[config.mk]
export PLATFORM = sky130hd
export DESIGN_NAME = rvfi_check_sequencer
export DESIGN_NICKNAME = d
export VERILOG_FILES = /design/src/rtl/rvfi_seq_pkg.sv /design/src/rtl/rvfi_order_tracker.sv /design/src/rtl/rvfi_check_sequencer.sv
export SDC_FILE = /design/constraint.sdc
export NUM_CORES = 1
export LEC_CHECK = 0
export ABC_AREA = 1
export ABC_CLOCK_PERIOD_IN_PS = 3360
export BUFFER_PORTS_ARGS = -buffer_cell sky130_fd_sc_hd__buf_2
export CAP_MARGIN = 40
export CORE_ASPECT_RATIO = 0.8
export CORE_UTILIZATION = 35
export CTS_BUF_LIST = sky130_fd_sc_hd__clkbuf_8
export CTS_CLUSTER_SIZE = 28
export DETAILED_ROUTE_END_ITERATION = 16
export GPL_TIMING_DRIVEN = 0
export PLACE_DENSITY = 0.55
export SLEW_MARGIN = 40
export SYNTH_ARGS = -nofsm -noshare
export SYNTH_HDL_FRONTEND = slang
export SYNTH_SLANG_ARGS = --single-unit
[constraint.sdc]
create_clock -name clock -period 3.36 [get_ports clock]
set_clock_uncertainty 0.05 [all_clocks]
set_input_delay 0.504 -clock clock [delete_from_list [all_inputs] [get_ports clock]]
set_output_delay 0.504 -clock clock [all_outputs]
set_load 0.05 [all_outputs]
[src/rtl/rvfi_seq_pkg.sv]
// rvfi_seq_pkg: shared state type, order width and channel-select helper for the check sequencer
package rvfi_seq_pkg;
  localparam int ORDER_W = 64;
  typedef enum logic [1:0] {IDLE, ARMED, DONE, TIMEOUT} state_t;
  function automatic int lowest_set(input logic [63:0] v);
    int r;
    r = 0;
    for (int i = 63; i >= 0; i--) if (v[i]) r = i;
    return r;
  endfunction
endpackage

[src/rtl/rvfi_order_tracker.sv]
// rvfi_order_tracker: sticky flag for retire-order gaps or non-contiguous valid channels
module rvfi_order_tracker
  import rvfi_seq_pkg::*;
#(
  parameter int NRET = 1
) (
  input  logic                    clock,
  input  logic                    resetn,
  input  logic [NRET-1:0]         rvfi_valid,
  input  logic [ORDER_W*NRET-1:0] rvfi_order,
  output logic                    order_err
);
  logic [ORDER_W-1:0] next_order, base, step;
  logic order_valid, bad;
  // Until the first retire is seen, channel 0 seeds the expected order.
  always_comb begin
    base = order_valid ? next_order : rvfi_order[ORDER_W-1:0];
    step = '0;
    bad = 1'b0;
    for (int j = 0; j < NRET; j++) begin
      step = step + ORDER_W'(rvfi_valid[j]);
      if (rvfi_valid[j] && rvfi_order[ORDER_W*j +: ORDER_W] != base + ORDER_W'(j)) bad = 1'b1;
    end
    for (int j = 1; j < NRET; j++)
      if (rvfi_valid[j] && !rvfi_valid[j-1]) bad = 1'b1;
  end
  always_ff @(posedge clock)
    if (!resetn) begin
      next_order <= '0;
      order_valid <= 1'b0;
      order_err <= 1'b0;
    end else if (|rvfi_valid) begin
      next_order <= base + step;
      order_valid <= 1'b1;
      order_err <= order_err | bad;
    end
endmodule

[src/rtl/rvfi_check_sequencer.sv]
// rvfi_check_sequencer: fires one check pulse when the target order retires on an eligible channel
module rvfi_check_sequencer
  import rvfi_seq_pkg::*;
#(
  parameter int NRET = 1,
  parameter int TIMEOUT_CYCLES = 32,
  parameter int CNT_W = 8,
  localparam int CH_W = NRET > 1 ? $clog2(NRET) : 1
) (
  input  logic                    clock,
  input  logic                    resetn,
  input  logic                    start,
  input  logic [ORDER_W-1:0]      target_order,
  input  logic [NRET-1:0]         chan_mask,
  input  logic [NRET-1:0]         rvfi_valid,
  input  logic [ORDER_W*NRET-1:0] rvfi_order,
  output logic                    check,
  output logic [CH_W-1:0]         check_channel,
  output logic                    busy,
  output logic                    done,
  output logic                    timeout,
  output logic                    order_err
);
  state_t state, state_nxt;
  logic [CNT_W-1:0] cycle_cnt;
  logic [ORDER_W-1:0] target;
  logic [NRET-1:0] match;
  logic last;
  for (genvar i = 0; i < NRET; i++)
    assign match[i] = rvfi_valid[i] & chan_mask[i] & (rvfi_order[ORDER_W*i +: ORDER_W] == target);
  assign last = cycle_cnt == CNT_W'(TIMEOUT_CYCLES - 1);
  always_ff @(posedge clock)
    if (!resetn) begin
      state <= IDLE;
      cycle_cnt <= '0;
      target <= '0;
    end else begin
      state <= state_nxt;
      if (state == IDLE && start) target <= target_order;
      cycle_cnt <= state == ARMED ? cycle_cnt + CNT_W'(1) : '0;
    end
  // A match in the last allowed cycle takes priority over the timeout.
  always_comb
    case (state)
      IDLE:    state_nxt = start ? ARMED : IDLE;
      ARMED:   state_nxt = |match ? DONE : last ? TIMEOUT : ARMED;
      default: state_nxt = state;
    endcase
  always_comb begin
    check = resetn && state == ARMED && |match;
    check_channel = check ? CH_W'(lowest_set(ORDER_W'(match))) : '0;
    busy = state == ARMED;
    done = state == DONE;
    timeout = state == TIMEOUT;
  end
  rvfi_order_tracker #(.NRET(NRET)) u_tracker (
    .clock      (clock),
    .resetn     (resetn),
    .rvfi_valid (rvfi_valid),
    .rvfi_order (rvfi_order),
    .order_err  (order_err)
  );
endmodule

==> results.md <==
- Status: completed
- Power density cells: 380 nW/um^2
- CTS tree: built
- Crit path max fanout: 19
- Min Tclk post-route: 3200 ps
- Gate Count Post-Synth: 1883
- Tightest Pin Transition: 856 ps
- Finished Cell Area: 12000 sq um
- Synth Cell Area: 10400 sq um
- HP Class: in2reg
- GRT Util Overall: 31.5%
- Avg Synthesized Cell Area: 5.54 sq um
- Max Cap Viol: 0
- Synth top area share: 26.9%
- Count of antenna-violating nets left after detailed routing: 0
- Vias in the first global route: 10800
- Largest net degree at the start of global routing: 17
- DR DRC count: 0
- Hold Buf Count CTS: 0
- Initial drt markers: 1322
- Placed cell area: 11600 sq um
- Sum Neg Setup Slack: 0 ps
- DR WL/cell: 19.9 um
- Post-synth net total: 2019
- Synth top area cells: dfxtp_1 27%, nand2_1 19%, inv_1 11%
- Worst vdd rail ir drop: 301 uV
- FP Rows: 56
- Routed WL: 48.5 mm
- Total number of vias: 12500
- Worst slew margin: 42.9%
- Worst R2R Start: u_tracker.order_valid
- Area grow syn2layout: 15.2%
- Pre-CTS setup slack: -296 ps
- RSZ-0062 raised after global routing: no
- Yosys top cell by area: dfxtp_1
- Slew Viols, Final: 0
- Die Y: 156 um
- Max clock buf depth: 2
- Reg clk slew, reported paths: 90 ps
- Die width: 195 um
- Core area: 29300 sq um
- Static Leak: 6.01 nW
- Register-to-register setup slack: 160 ps
- GPL Wtd Cong: 0.967
- Starting Density: 35.6%
- Initial antenna violation count: 0
- Nature of the critical path startpoint: register
- Critical Path Start: u_tracker.order_valid
- Total CTS buffers: 17
- CP endpoint kind: register
- CTS H-tree lvls: 4
- Number of iterations in the first detailed-routing pass: 7
- Via density: 5.13
- Final setup margin: 158 ps
- Final core occ: 41.0%
- WS Path Type: reg2reg
- I/O pin count: 139
- Post-DP HPWL: 40.3 mm
- IO buf count: 137
- WP data arrival: 3530 ps
- Layout cells sized above 1: 11.3%
- Worst-Skew Late Latency: 490 ps
- Register area share after synthesis: 26.9%
- Synth Warn #: 0
- FF-to-FF End: u_tracker.next_order[44]
- Total Nets Final: 2176
- Overflow after GRT: 0
- Library cells used by synthesis: 32
- Final Hold Vio Count: 0
- Worst-case reg-to-reg path depth: 14
- Die area: 30500 sq um
- Final worst-path cycle share: 95.3%
- First-pass GRT wire length: 68.7 mm
- Clock Sinks: 140
- Worst EP required: 3690 ps
- Yosys reg bits: 140
- Crit path to: u_tracker.next_order[44]
- Fmax: 312 MHz
- Clk root buf: clkbuf_8
- Hold-critical path depth: 3
- Final setup vio count: 0
==> what timing repair did <==
action,CTS,global route
cloned,0,0
resized for setup,6,4
buffers inserted,2,0
pin swaps,1,0
endpoints found under the setup margin,17,20
hold endpoints to repair,0,0
==> how the worst min path moves through the flow <==
stage,from,end,slack (ps)
3_5_place_dp,cycle_cnt[0],cycle_cnt[0],390
6_report,target_order[8],target[8],220
2_1_floorplan,cycle_cnt[0],cycle_cnt[0],370
4_1_cts,target_order[54],target[54],210
3_3_place_gp,cycle_cnt[0],cycle_cnt[0],380
5_1_grt,target_order[49],target[49],220
==> critical path, stage by stage, from the launching register on <==
cell and delay, ps:
dfxtp_1 380, buf_6 180, buf_6 220, buf_4 230
nand2_1 60, o21ai_0 90, ha_2 260, ha_2 260
nand3_2 210, nor3_1 660, nand3_1 160, nand2_1 90
nand3_1 110, nand2_1 90, inv_1 30
==> cells in the mapped netlist <==
library cell	n
nor2_4	3
buf_1	3
a31oi_1	4
clkinv_1	2
nor2_2	9
o22ai_1	3
dfxtp_1	140
or2_1	1
inv_1	303
or2_2	4
o21ai_2	9
nand4_1	19
nor3_1	3
o21ai_1	39
buf_6	9
conb_1	1
a21oi_1	113
inv_2	7
buf_2	11
xor2_1	16
nand2_1	518
nor3b_1	1
clkbuf_1	38
ha_1	3
o21ai_0	154
buf_4	4
nand3_1	149
mux2i_1	2
nor2_1	287
nand2_2	2
xnor2_1	15
nand3b_1	11
==> final cells by class <==
type	instances	area (sq um)
Sequential cell	140	2800
Clock inverter	14	148
Tap cell	377	472
Antenna cell	1	2.50
Timing Repair Buffer	139	701
Inverter	312	1170
Buffer	64	338
Clock buffer	17	234
Fill cell	3328	17300
Multi-Input combinational cell	1366	6140
==> report_power, final <==
group	leakage, nW	internal [W]	switching (W)
Combinational	4.65	0.000387	0.000892
Clock	0.198	0.000659	0.000761
Sequential	1.16	0.00179	0.0000773
==> cells in the final DEF, fill, tap and decap left out, drive strengths merged, types with 2 or more instances in the layout <==
cell type    n
nand3b      11
a31oi        4
mux2i        2
inv        314
o21ai      202
nand3      149
nand4       19
xnor2       15
dfxtp      140
nor3         3
buf        165
nand2      520
xor2        16
nor2       299
clkbuf      55
clkinv       9
or2          5
a21oi      113
ha           3
bufinv       2
o22ai        3
==> cells by family (layout without fill, tap and decap cells) <==
family,Yosys count,in the layout,synth area share (%)
simple gates,1007,1007,39.6
buf+inv,377,546,14.5
compound gates,322,322,15.9
flops,140,140,26.9
xor+xnor,31,31,2.60
fa+ha+maj,3,3,0.360
mux,2,2,0.192
other cells,1,2,0.0360
==> registers in the layout, indices dropped and copies added, names as in the netlist <==
name	flops
u_tracker.next_order	64
cycle_cnt	8
u_tracker.order_err	1
target	64
u_tracker.order_valid	1
state	2
==> stage by stage <==
step           hold slack, ps  power (W)  cells
6_report                  225    0.00457   2430
5_1_grt                   224    0.00480   2429
4_1_cts                   214    0.00455   2430
3_5_place_dp              386    0.00315   2397
3_3_place_gp              380    0.00315   2397
2_1_floorplan             368    0.00266   1883
==> metal layers <==
metal	track usage [%]	vias to the layer above	routed length, um
met5	0	-	0
met4	9.04	0	1260
met3	6.16	57	4460
met2	46.4	529	19900
met1	45.9	5690	22900
li1	-	6184	-
Power figures use the tool's default switching activity.
